### src/rtl/qeciphy_crc8_pkg.sv
// CRC-8/SMBUS constants, step function and framer state type.
// Shared by the TX framer and the RX-side CRC checker.
package qeciphy_crc8_pkg;

    localparam logic [7:0] CRC8_POLY = 8'h07;
    localparam logic [7:0] CRC8_INIT = 8'h00;

    typedef enum logic {
        PAYLOAD = 1'b0,
        CRC     = 1'b1
    } crc8_tx_state_t;

    // One byte of CRC-8/SMBUS, MSB first, no reflection.
    function automatic logic [7:0] crc8_smbus_step(
        input logic [7:0] crc,
        input logic [7:0] data
    );
        logic [7:0] c;
        c = crc ^ data;
        for (int i = 0; i < 8; i++) begin
            if (c[7]) c = {c[6:0], 1'b0} ^ CRC8_POLY;
            else      c = {c[6:0], 1'b0};
        end
        return c;
    endfunction

endpackage

### src/rtl/qeciphy_crc8_frame_tx.sv
// TX framer: registers payload bytes, appends a CRC-8/SMBUS trailer byte.
// Optional QECIPHY_CRC8_TX_ERR_INJ_EN adds err_inj_i to corrupt the CRC LSB.
module qeciphy_crc8_frame_tx
    import qeciphy_crc8_pkg::*;
#(
    parameter int MAX_FRAME_BYTES = 64
) (
    input  logic       clk_i,
    input  logic       rst_n_i,
`ifdef QECIPHY_CRC8_TX_ERR_INJ_EN
    input  logic       err_inj_i,
`endif
    input  logic [7:0] s_tdata_i,
    input  logic       s_tvalid_i,
    input  logic       s_tlast_i,
    output logic       s_tready_o,
    output logic [7:0] m_tdata_o,
    output logic       m_tvalid_o,
    output logic       m_tlast_o,
    input  logic       m_tready_i,
    output logic       trunc_o
);

    localparam int CW = $clog2(MAX_FRAME_BYTES + 1);
    localparam logic [CW-1:0] CNT_MAX = CW'(MAX_FRAME_BYTES);

    crc8_tx_state_t state_q;
    crc8_tx_state_t state_d;

    logic [7:0]    crc_q;
    logic [7:0]    crc_out;
    logic [CW-1:0] cnt_q;
    logic [CW-1:0] cnt_inc;
    logic          slot_free;
    logic          accept;
    logic          at_max;
    logic          frame_end;
    logic          trunc_hit;

    assign slot_free = !m_tvalid_o || m_tready_i;
    assign cnt_inc   = cnt_q + 1'b1;
    assign at_max    = (cnt_inc == CNT_MAX);

`ifdef QECIPHY_CRC8_TX_ERR_INJ_EN
    logic err_q;

    // Latch the injection request with the byte that closes the frame.
    always_ff @(posedge clk_i) begin
        if (!rst_n_i)       err_q <= 1'b0;
        else if (frame_end) err_q <= err_inj_i;
    end

    assign crc_out = crc_q ^ {7'b0, err_q};
`else
    assign crc_out = crc_q;
`endif

    // Handshake and frame-close decode from current state.
    always_comb begin
        s_tready_o = (state_q == PAYLOAD) && slot_free;
        accept     = s_tvalid_i && s_tready_o;
        frame_end  = accept && (s_tlast_i || at_max);
        trunc_hit  = accept && !s_tlast_i && at_max;
    end

    // Next state: close on tlast or length cap, reopen after the CRC beat.
    always_comb begin
        state_d = state_q;
        unique case (state_q)
            PAYLOAD: if (frame_end) state_d = CRC;
            CRC:     if (slot_free) state_d = PAYLOAD;
        endcase
    end

    // State register.
    always_ff @(posedge clk_i) begin
        if (!rst_n_i) state_q <= PAYLOAD;
        else          state_q <= state_d;
    end

    // Output stage, running CRC and byte counter.
    always_ff @(posedge clk_i) begin
        if (!rst_n_i) begin
            m_tdata_o  <= 8'h00;
            m_tvalid_o <= 1'b0;
            m_tlast_o  <= 1'b0;
            trunc_o    <= 1'b0;
            crc_q      <= CRC8_INIT;
            cnt_q      <= '0;
        end else begin
            trunc_o <= trunc_hit;
            unique case (state_q)
                PAYLOAD: begin
                    if (accept) begin
                        m_tdata_o  <= s_tdata_i;
                        m_tvalid_o <= 1'b1;
                        m_tlast_o  <= 1'b0;
                        crc_q      <= crc8_smbus_step(crc_q, s_tdata_i);
                        cnt_q      <= cnt_inc;
                    end else if (slot_free) begin
                        m_tvalid_o <= 1'b0;
                    end
                end
                CRC: begin
                    if (slot_free) begin
                        m_tdata_o  <= crc_out;
                        m_tvalid_o <= 1'b1;
                        m_tlast_o  <= 1'b1;
                        crc_q      <= CRC8_INIT;
                        cnt_q      <= '0;
                    end
                end
            endcase
        end
    end

endmodule

### config.mk
export PLATFORM = sky130hd
export DESIGN_NAME = qeciphy_crc8_frame_tx
export DESIGN_NICKNAME = d
export VERILOG_FILES = /design/src/rtl/qeciphy_crc8_pkg.sv /design/src/rtl/qeciphy_crc8_frame_tx.sv
export SDC_FILE = /design/constraint.sdc
export NUM_CORES = 1
export LEC_CHECK = 0
export ABC_AREA = 1
export ABC_CLOCK_PERIOD_IN_PS = 1400
export BUFFER_PORTS_ARGS = -buffer_cell sky130_fd_sc_hd__buf_4
export CORE_MARGIN = 5
export CORE_UTILIZATION = 50
export CTS_CLUSTER_DIAMETER = 50
export DETAILED_ROUTE_END_ITERATION = 7
export GPL_TIMING_DRIVEN = 0
export PLACE_DENSITY = 0.75
export SYNTH_ARGS = -nofsm -noshare
export SYNTH_HDL_FRONTEND = slang
export SYNTH_SLANG_ARGS = --single-unit
### constraint.sdc
create_clock -name clk_i -period 1.4 [get_ports clk_i]
set_clock_uncertainty 0.15 [all_clocks]
set_input_delay 0.07 -clock clk_i [delete_from_list [all_inputs] [get_ports clk_i]]
set_output_delay 0.07 -clock clk_i [all_outputs]
set_load 0.02 [all_outputs]
==> flow_summary.json <==
{
  "rows": 20,
  "setup_ws_ns": -0.0685,
  "cts_num_sinks": 27,
  "fmax_mhz": 681,
  "clk_pin_slew_worst_paths_ns": 0.16,
  "synth_cell_types": 25,
  "core-area_mm2": 0.00298,
  "cpPeakStageDelay_ns": 0.39,
  "grt_setup_unrepaired": "true",
  "rrSetupSlack_ns": -0.07,
  "yosysSeqAreaShare_pct": 35.5,
  "place_ws_ns": -0.147,
  "synthTopCellsByArea": "dfxtp_1 (35%), nand2_1 (25%), a21oi_1 (6.2%)",
  "clk_latency_ns": 0.34,
  "cp_common_cell": "nand2_1",
  "violations": "setup timing",
  "synth_edf_count": 0,
  "finalSetupViolCount": 3,
  "utilization_pct": 74.5,
  "fin_area_mm2": 0.00222,
  "grt_overflow": 0,
  "tightest_slew_ns": 0.588,
  "layout_min_cycle_time_ns": 1.47,
  "synth_top_area_cell": "dfxtp_1",
  "dr_total_vias": 1724,
  "cts-root-buf": "clkbuf_4",
  "first_global_vias": 1376,
  "htreeDepth": 1,
  "cts_buffers": 3,
  "drt-vias-per-instance": 5.35,
  "fp.dieW_um": 65.2,
  "cts_buffer_depth": 2,
  "io_pins": 25,
  "antenna_cells": 0,
  "antenna_found_initial": 0,
  "dp_hpwl_mm": 2.59,
  "dpl.cell_count": 295,
  "cp-end-kind": "flop",
  "initial_utilization_pct": 51.2,
  "ys_seq_elements": 27,
  "die_y_um": 65.2,
  "layout.nets": 304,
  "critical_path_class": "reg2reg",
  "worst_setup_path_start_kind": "flop",
  "synth_top_cell_area_share_pct": 35.5,
  "dieArea_mm2": 0.00425,
  "syn_inst": 238,
  "syn-num-nets": 252,
  "timing.final.hold_violations": 0,
  "drc": 0,
  "netlist_area_mm2": 0.00152,
  "async_flop_share_pct": 0,
  "port_buffers": 24,
  "syn_area_per_cell_um2": 6.40,
  "routedWlPerCell_um": 14.1,
  "synth-main-ff-cell": "dfxtp_1",
  "critPathMaxFanout": 3,
  "drt_iter0_markers": 131,
  "fillers": 204,
  "required_ns": 1.54,
  "worst_hold_path_type": "in2reg",
  "min_period_over_period_pct": 105,
  "cts_tree": "done",
  "critical_path_arrival_ns": 1.61,
  "route.antenna.remaining_nets": 0,
  "ir_worst_vdd_v": 0.000479,
  "grt_max_degree": 17,
  "slew_headroom_pct": 60.8,
  "drt-pass1-iter-count": 4,
  "status": "finished, violations left",
  "placed_area_mm2": 0.00175,
  "grt_use_total_pct": 17.9,
  "synthToLayoutAreaGrowth_pct": 45.6,
  "power.leakage_uw": 0.000999,
  "cp_slowest_cell": "dfxtp_2",
  "p_per_area_mw_per_mm2": 899,
  "synth_warnings": 0,
  "p_total_uw": 1990,
  "drive_gt1_share_pct": 39.1,
  "maxCapViolations": 0,
  "cp_cell_sequence": "ha_4 > nand2_4 > inv_4 > buf_4 > nand3_2 > nor2_2 > nand2_1 > nand2_1 > nand2_1 > a21oi_2",
  "maxSlewViolCount": 0,
  "gp_congestion": 0.844,
  "grt_pass1_wl_mm": 6.02,
  "wl_mm": 4.55,
  "finalNonFillerCells": 322
}
==> synthesized netlist by cell type (2+ instances only) <==
| master | count |
|---|---|
| xor2_1 | 3 |
| buf_4 | 2 |
| a31oi_1 | 8 |
| xnor2_1 | 4 |
| dfxtp_1 | 27 |
| nor2_1 | 3 |
| o21ai_1 | 2 |
| o21ai_0 | 13 |
| clkbuf_1 | 3 |
| inv_1 | 14 |
| a21oi_1 | 19 |
| nand2_2 | 10 |
| nand2_1 | 100 |
| nand3_1 | 15 |
| inv_2 | 5 |
==> registers in the layout (all words and copies together), names as in the netlist <==
signal and cells:
m_tdata_o 8, trunc_o 1, crc_out 8, m_tlast_o 1, m_tvalid_o 1, cnt_q 7, state_q 1
==> per-layer routing <==
metal	share of wire, %	vias to the layer above	wire, µm	track usage [%]
li1	-	872	-	-
met1	39	775	1760	22.8
met2	53	68	2390	30.5
met3	6.3	9	286	2.22
met4	2.4	0	108	7.51
met5	0	-	0	0
==> worst max-delay path: cells and delay by family, from the launching register on <==
family | cells | cell delay (ns)
and+or+nand+nor | 6 | 0.45
AOI/OAI and AO/OA | 1 | 0.10
buffers and inverters | 2 | 0.18
adders and majority gates | 1 | 0.15
DFF | 1 | 0.39
==> kinds of logic (layout without fill, tap and decap cells) <==
kind of cell	count (synthesis)	count (layout)	synth area share (%)
AO/OA/AOI/OAI	44	44	15.6
XOR/XNOR	8	8	5.09
adder cells (fa/ha/maj)	1	1	0.821
buffers and inverters	27	78	7.39
flip-flops	27	27	35.5
AND/OR/NAND/NOR	131	131	35.6
==> metrics by stage <==
stage / TNS [ns] / hold WS [ns]
finish: -0.0819 / 0.0237
CTS: -0.302 / -0.278
global route: -1.06 / 0.0387
floorplan: 0 / -0.00317
global placement: -0.618 / 0.0947
detailed placement: -0.572 / 0.102
==> layout by cell type (no fill, tap or decap), types with 2 or more instances in the layout <==
| master | instances |
|---|---|
| nand2_1 | 77 |
| buf_4 | 32 |
| nand2_2 | 26 |
| a21oi_1 | 16 |
| dfxtp_1 | 14 |
| dlygate4sd3_1 | 13 |
| inv_1 | 12 |
| o21ai_0 | 12 |
| nand3_1 | 9 |
| a31oi_1 | 8 |
| dfxtp_2 | 8 |
| nand2_4 | 7 |
| nand3_2 | 6 |
| inv_2 | 5 |
| dfxtp_4 | 5 |
| xnor2_1 | 4 |
| a21oi_2 | 4 |
| xor2_2 | 3 |
| buf_6 | 3 |
| clkbuf_1 | 3 |
| inv_4 | 3 |
| o21ai_1 | 3 |
| clkbuf_4 | 3 |
| nor2_1 | 2 |
==> timing repair <==
item	in CTS	in global routing
gates resized for setup	7	70
hold buffers	10	4
endpoints found under the hold margin	16	3
buffers inserted	2	8
endpoints found under the setup margin	15	24
pin swaps	3	18
cloned	0	1
==> final cells by class <==
type	instances	area, µm²	area share [%]
Buffer	6	45.0	2.03
Clock buffer	3	22.5	1.02
Clock inverter	1	7.51	0.338
Inverter	21	91.3	4.12
Multi-Input combinational cell	184	1050	47.5
Sequential cell	27	569	25.7
Tap cell	33	41.3	1.86
Timing Repair Buffer	47	388	17.5
==> path summary, 6_finish.rpt <==
path                                 start         to  cells past startpoint
worst min-delay path            m_tready_i  m_tlast_o                      5
worst max-delay path              cnt_q[0]    state_q                     10
worst max register to register    cnt_q[0]    state_q                     10
worst min register to register    cnt_q[6]   cnt_q[6]                      2
==> where the power goes <==
part           internal [µW]  switching (µW)  leakage, µW  total (µW)
Clock                    110             262    0.0000139         372
Sequential               834            65.9     0.000228         900
Combinational            305             418     0.000756         723
Total                   1250             745     0.000999        1990
Note: power is estimated with default switching activity, not from simulation.
